## config.mk

```make
export PLATFORM = sky130hd
export DESIGN_NAME = slowmem_master
export DESIGN_NICKNAME = d
export VERILOG_FILES = /design/src/rtl/slowmem_master.sv
export SDC_FILE = /design/constraint.sdc
export NUM_CORES = 1
export LEC_CHECK = 0
export CORE_MARGIN = 8
export CORE_UTILIZATION = 42
export CTS_CLUSTER_DIAMETER = 100
export CTS_CLUSTER_SIZE = 25
export DETAILED_ROUTE_END_ITERATION = 7
export PLACE_DENSITY_LB_ADDON = 0.25
export SETUP_SLACK_MARGIN = 0.4
export SYNTH_ARGS = -nofsm -noshare
export SYNTH_HDL_FRONTEND = slang
export SYNTH_SLANG_ARGS = --single-unit
```

## constraint.sdc

```tcl
create_clock -name clk -period 2.1 [get_ports clk]
set_input_delay 0.42 -clock clk [delete_from_list [all_inputs] [get_ports clk]]
set_output_delay 0.42 -clock clk [all_outputs]
set_load 0.1 [all_outputs]
```

## src/rtl/slowmem_master.sv

```systemverilog
// Initiator for the slowmem strobe/mfc protocol with a read watchdog.
// Define SLOWMEM_MASTER_CACHE_EN to build the direct-mapped write-through cache.
module slowmem_master #(
  parameter int LINES   = 8,
  parameter int TIMEOUT = 16
) (
  input  logic        clk,
  input  logic        reset,
  input  logic        req,
  input  logic        we,
  input  logic [15:0] cpu_addr,
  input  logic [15:0] cpu_wdata,
  input  logic        flush,
  output logic        ack,
  output logic        err,
  output logic [15:0] cpu_rdata,
  output logic        busy,
  output logic [15:0] mem_addr,
  output logic [15:0] mem_wdata,
  output logic        mem_rnotw,
  output logic        mem_strobe,
  input  logic        mem_mfc,
  input  logic [15:0] mem_rdata
);

  localparam int WDW = $clog2(TIMEOUT + 1);

  typedef enum logic [1:0] {IDLE, WRITE, RD_ISSUE, RD_WAIT} state_t;

  state_t           state, state_nx;
  logic [WDW-1:0]   wdog, wdog_nx;
  logic             ack_nx, err_nx, busy_nx, strobe_nx, rnotw_nx;
  logic [15:0]      rdata_nx, addr_nx, wdata_nx;
  logic             accept;
  logic             hit;
  logic [15:0]      hit_data;

  // The ack cycle blocks acceptance so a request still held from the previous
  // transaction is not taken twice.
  assign accept = (state == IDLE) && !ack && req;

`ifdef SLOWMEM_MASTER_CACHE_EN
  localparam int IDXW = $clog2(LINES);
  localparam int TAGW = 16 - IDXW;

  logic [LINES-1:0] valid;
  logic [TAGW-1:0]  tag_mem  [LINES];
  logic [15:0]      data_mem [LINES];
  logic [IDXW-1:0]  req_idx, fill_idx;
  logic             alloc, fill;

  assign req_idx  = cpu_addr[IDXW-1:0];
  assign fill_idx = mem_addr[IDXW-1:0];
  assign alloc    = accept && we;
  assign fill     = (state == RD_WAIT) && mem_mfc;
  // A flush in the same cycle empties the cache before the lookup.
  assign hit      = !flush && valid[req_idx] && (tag_mem[req_idx] == cpu_addr[15:IDXW]);
  assign hit_data = data_mem[req_idx];

  always_ff @(posedge clk or posedge reset) begin
    if (reset) begin
      valid <= '0;
    end else begin
      if ((state == IDLE) && flush)
        valid <= '0;
      if (alloc)
        valid[req_idx] <= 1'b1;
      else if (fill)
        valid[fill_idx] <= 1'b1;
    end
  end

  always_ff @(posedge clk) begin
    if (alloc) begin
      tag_mem[req_idx]  <= cpu_addr[15:IDXW];
      data_mem[req_idx] <= cpu_wdata;
    end else if (fill) begin
      tag_mem[fill_idx]  <= mem_addr[15:IDXW];
      data_mem[fill_idx] <= mem_rdata;
    end
  end
`else
  localparam int unused_lines = LINES;
  logic unused_flush;

  assign unused_flush = flush;
  assign hit          = 1'b0;
  assign hit_data     = '0;
`endif

  always_comb begin
    state_nx  = state;
    wdog_nx   = wdog;
    ack_nx    = 1'b0;
    err_nx    = 1'b0;
    strobe_nx = 1'b0;
    rnotw_nx  = 1'b1;
    rdata_nx  = cpu_rdata;
    addr_nx   = mem_addr;
    wdata_nx  = mem_wdata;
    case (state)
      IDLE: begin
        if (accept) begin
          if (we) begin
            state_nx  = WRITE;
            strobe_nx = 1'b1;
            rnotw_nx  = 1'b0;
            addr_nx   = cpu_addr;
            wdata_nx  = cpu_wdata;
          end else if (hit) begin
            ack_nx   = 1'b1;
            rdata_nx = hit_data;
          end else begin
            state_nx  = RD_ISSUE;
            strobe_nx = 1'b1;
            addr_nx   = cpu_addr;
          end
        end
      end
      WRITE: begin
        state_nx = IDLE;
        ack_nx   = 1'b1;
      end
      RD_ISSUE: begin
        state_nx = RD_WAIT;
        wdog_nx  = '0;
      end
      RD_WAIT: begin
        if (mem_mfc) begin
          state_nx = IDLE;
          ack_nx   = 1'b1;
          rdata_nx = mem_rdata;
        end else if (wdog == WDW'(TIMEOUT - 1)) begin
          state_nx = IDLE;
          ack_nx   = 1'b1;
          err_nx   = 1'b1;
          rdata_nx = 16'hFFFF;
        end else begin
          wdog_nx = wdog + 1'b1;
        end
      end
      default: state_nx = IDLE;
    endcase
    busy_nx = (state_nx != IDLE);
  end

  always_ff @(posedge clk or posedge reset) begin
    if (reset) begin
      state      <= IDLE;
      wdog       <= '0;
      ack        <= 1'b0;
      err        <= 1'b0;
      busy       <= 1'b0;
      mem_strobe <= 1'b0;
      mem_rnotw  <= 1'b1;
      cpu_rdata  <= '0;
      mem_addr   <= '0;
      mem_wdata  <= '0;
    end else begin
      state      <= state_nx;
      wdog       <= wdog_nx;
      ack        <= ack_nx;
      err        <= err_nx;
      busy       <= busy_nx;
      mem_strobe <= strobe_nx;
      mem_rnotw  <= rnotw_nx;
      cpu_rdata  <= rdata_nx;
      mem_addr   <= addr_nx;
      mem_wdata  <= wdata_nx;
    end
  end

endmodule

```

==> Yosys cells after proc, flatten, opt, wreduce, memory -nomap -nowiden <==
Cells that the tools add are included.
{ "classes": {"add_sub_neg": 1, "mux": 20, "n_reduce_logical": 11, "eq_ne": 6} }
{ "op_table": {"columns": ["cell", "n"], "rows": [
  ["$mux W16", 2],
  ["$mux W5", 2],
  ["$pmux W5 S2", 1],
  ["$mux W1", 9],
  ["$mux W2", 4],
  ["$pmux W2 S4", 1],
  ["$reduce_and A3 Y1", 2],
  ["$reduce_bool A2 Y1", 3],
  ["$add A5 B1 Y5 const B", 1],
  ["$eq A5 B4 Y1 const B", 1],
  ["$eq A2 B2 Y1 const B", 2],
  ["$ne A2 B2 Y1 const B", 2],
  ["$reduce_and A2 Y1", 2],
  ["$eq A2 B1 Y1 const B", 1],
  ["$logic_and A1 B1 Y1", 2],
  ["$logic_not A2 Y1", 1],
  ["$pmux W1 S2", 1],
  ["$logic_not A1 Y1", 1]
]} }
{ "totals": {"register_bits": 60} }

==> Longest topological paths before layout <==
{ "logic_depth": {"ltp_word": 6, "ltp_mapped": 7, "depth_no_buf": 6} }

==> Worst setup path before layout <==
No wires, ideal clock.
{ "synth_path": {"path_kind": "reg-to-reg", "from": "reg ack", "to": "reg mem_wdata[0]", "setup_time_ns": 0.125, "path_stages_with_launch": 6, "t_arrival_ns": 1.793, "synth_period_minus_slack_ns": 1.919, "n_path_buf": 2, "slack_ns": 0.181, "cell_sequence": "dfrtp_1 > nor4b_2 > buf_6 > nand2_8 > buf_12 > mux2_4"} }
{ "synth_via": {"elab_chain_cells": 4} }
{ "synth_rtl": {"columns": ["item", "line", "rtl"], "rows": [
  ["from (decl)", "14", "output logic ack,"],
  ["from (signal assigned)", "162", "ack <= ack_nx;"],
  ["$logic_not A1 Y1", "40", "assign accept = (state == IDLE) && !ack && req;"],
  ["$logic_and A1 B1 Y1 (2 in a row)", "40", null],
  ["$reduce_and A3 Y1 (no line)", null, null],
  ["to (signal assigned)", "169", "mem_wdata <= wdata_nx;"],
  ["to (decl)", "19", "output logic [15:0] mem_wdata,"]
]} }
Every way passes these cells.
A chain may end at the register's enable or synchronous reset.

==> Worst setup path in the final report <==
{ "layout_path": {"from": "reg wdog[0]", "to": "reg wdog[3]"} }
{ "layout_via": {"elab_chain_cells": 4} }
{ "layout_rtl": {"columns": ["item", "line", "rtl"], "rows": [
  ["from (decl)", "31", "logic [WDW-1:0] wdog, wdog_nx;"],
  ["from (signal assigned)", "161", "wdog <= wdog_nx;"],
  ["$add A5 B1 Y5", "139", "wdog_nx = wdog + 1'b1;"],
  ["$mux W5", "133", "end else if (wdog == WDW'(TIMEOUT - 1)) begin"],
  ["$mux W5", "129", "if (mem_mfc) begin"],
  ["$pmux W5 S2", "101", "case (state)"]
]} }
Several ways; a longest one is shown, not always the timed one. The select of a mux whose other input is x is not followed.

==> impl_metrics.csv <==
group,metric,value,unit
route,drt-wirelength-per-cell,15.3,um
logic_synthesis,yosys_register_bits,60,
logic_synthesis,synth_top_area_frac,0.609,
logic_synthesis,synth.lib_cells_used.distinct,26,
place,port_buffers,105,
logic_synthesis,synth.top_cells.by_area,"dfrtp_1 (61%), mux2_2 (12%), mux2_4 (5.0%)",
finish,filler_cell_count,448,
logic_synthesis,share_of_synthesized_cell_area_in_and_or_nand_and_nor_gates,0.106,
sta,worst_pin_slew,0.332,ns
clocking,clk_transition_reported_paths,0.06,ns
logic_synthesis,yosys.area.top_type,"dfrtp_1",
sta,finalMaxSlewViolations,0,
critical_path,crit_path_start_kind,"flip-flop",
route,antenna_violating_nets_post_route,0,
sta,timing.final.crit_period,1.67,ns
sta,rsz0062_at_grt,"yes",
floorplan,rows,27,
sta,timing.final.hold_violations,0,
route,avgViaCountPerCell,4.67,
sta,max_slew_margin,0.778,
floorplan,dieWidth,92.0,um
critical_path,worst-endpoint-required,2.30,ns
clocking,tritoncts_buffer_count,9,
run_status,outcome,"finished, final reports clean",
logic_synthesis,synth_compound_area_frac,0.0619,
critical_path,cell_breakdown_of_the_critical_path,"ha_2 > and3_4 > ha_4 > or3b_4 > o221ai_2 > o31ai_1",
critical_path,worstPathMaxFanout,5,
logic_synthesis,dominantRegCellSynth,"dfrtp_1",
critical_path,slowest_delay,0.40,ns
critical_path,path_delay_family,"simple AND/OR/NAND/NOR gates",
logic_synthesis,synth.area.mux_share,0.166,
logic_synthesis,synth_top_cells_by_count,"dfrtp_1 (59), mux2_2 (25), nand2_1 (19), o21ai_0 (19), nor2b_1 (16)",
clocking,post_cts_hold_buffer_count,0,
global_routing,gr-total-overflow,0,
critical_path,setup_slack_reg_to_reg,0.43,ns
global_routing,maximum_number_of_pins_on_one_net_before_global_route_repair,61,
floorplan,core,5540,sq um
place,place.detailed.hpwl,4.16,mm
sta,totalNegativeSetupSlack,0,ns
floorplan,fp.dieArea,8460,sq um
sta,skew,0.00383,ns
flow_run,maxCapViolCount,0,
floorplan,ios,107,
logic_synthesis,synth_warn,0,
clocking,cts.path.max_buffers,2,
critical_path,critPathKind,"reg2reg",
sta,layout_worst_path_cycle_share,0.794,
logic_synthesis,synthMostInstantiatedCell,"dfrtp_1",
logic_synthesis,post_synthesis_share_of_cell_area_spent_on_full_adders_half_adders_and_majority_gates,0.0103,
logic_synthesis,synth_top_family_by_area,"multiplexers",
critical_path,timing.critical_path.to_type,"flip-flop",
route,vias,1751,
critical_path,cp.buffers_inverters,0,
floorplan,start_util,0.438,
critical_path,timing.critical_path.arrival,1.86,ns
critical_path,critical-path-slowest-cell,"or3b_4",
logic_synthesis,synth_xor_xnor_area_share,0,
clocking,clock_sinks,60,
logic_synthesis,syn-instance-count,181,
global_routing,grt_first_pass_wirelength,9.34,mm
finish,insertedDiodeCount,0,
global_routing,grt_antenna_before_repair,0,
logic_synthesis,number_of_flops_mapped_to_enable_cells_by_yosys,0,
min_path,min-delay-path-class,"reg2reg",
clocking,root_buffer,"clkbuf_8",
route,dr.first_iter.drc_count,42,
route,detail_route.first_pass.iterations,4,
floorplan,die_h,92.0,um
logic_synthesis,synth_fp_nets,237,
clocking,worstSkewPairLatency,0.32,ns
sta,final_setup_violating_endpoints,0,
logic_synthesis,postSynthAreaPerCell,13.4,sq um
clocking,clock_tree.htree_level_count,3,
global_routing,globalRouteTotalUtil,0.136,
route,route.final.wire_length,5.74,mm
global_routing,grt_pass1_vias,1892,
clocking,tritoncts,"yes",
finish,layout-drive-gt1-share,0.413,
logic_synthesis,synth-async-reset-ratio,1.00,
place,gp_congestion,0.727,
logic_synthesis,synth.yosys.seq_area_share,0.620,
finish,layout-area-overhead-vs-synth,54.3,%
sta,max_freq,600,MHz
route,remaining_drc_errors,0,
finish,final_net_count,355,
logic_synthesis,syn_area,2420,sq um
-- cell type report --
| cell class | instances | area [sq um] | area share |
|---|---|---|---|
| clock inverter | 1 | 5.00 | 0.00134 |
| tap | 72 | 90.1 | 0.0241 |
| sequential | 60 | 1510 | 0.403 |
| clock buffer | 14 | 183 | 0.0488 |
| timing repair buffer | 116 | 1040 | 0.279 |
| inverter | 5 | 22.5 | 0.00602 |
| multi-input combinational | 107 | 892 | 0.238 |
-- metrics by stage --
step / instances / hold WS (ns) / setup WS (ns) / util / cell area [sq um]
after floorplan: 181 / 0.443 / 0.399 / - / 2440
after global placement: 355 / 0.467 / 0.184 / 0.624 / 3460
after detailed placement: 355 / 0.468 / 0.125 / 0.624 / 3460
after CTS: 372 / 0.485 / 0.407 / 0.667 / 3690
after global routing: 375 / 0.508 / 0.373 / 0.675 / 3740
final: 375 / 0.482 / 0.433 / 0.675 / 3740
-- final timing paths --
path,from,endpoint,cells past startpoint
max in group asynchronous,reset,mem_rnotw,3
max reg2reg,wdog[0],wdog[3],6
min,cpu_rdata[15],cpu_rdata[15],2
max,wdog[0],wdog[3],6
min reg2reg,cpu_rdata[15],cpu_rdata[15],2
min in group asynchronous,reset,mem_strobe,3
-- sequential cells by signal, summed over array words and instances (netlist names) --
name / flops
ack: 1
busy: 1
cpu_rdata: 16
err: 1
mem_addr: 16
mem_rnotw: 1
mem_strobe: 1
mem_wdata: 16
state: 2
wdog: 5
-- layer usage --
layer  track usage  vias to the layer above  routed length (um)
met3        0.0513                        7                 424
met4        0.0577                        0                  73
met1         0.157                      836                2510
met5             0                        -                   0
met2         0.221                       61                2730
li1              -                      847                   -
-- tightest hold or removal path, delay by kind of cell (launching register included) --
kind,cells,cell delay (ns)
flip-flops,1,0.34
AO/OA/AOI/OAI,1,0.06
AND/OR/NAND/NOR,1,0.04
-- cell families after synthesis --
family / count (synthesis)
muxes: 33
AOI/OAI and AO/OA: 26
adders and majority gates: 2
DFF: 60
buffers and inverters: 14
and+or+nand+nor: 46
-- repair_timing --
action | in CTS | in global routing
pin swaps | 0 | 4
setup buffers | 2 | 2
cloned | 0 | 1
setup endpoints to repair | 19 | 26
gates resized for setup | 7 | 10
-- cells in the final DEF (no fill, tap or decap), drive strengths merged, types with 3 or more instances in the layout --
master         count
buf               64
clkbuf            14
clkdlybuf4s50     52
dfrtp             59
inv                4
mux2              33
nand2             20
nor2               3
nor2b             16
o21ai             19
Power is left out: the tool's default activity adds up to more than one toggle a clock period on the data nets, which glitch-free logic cannot reach.
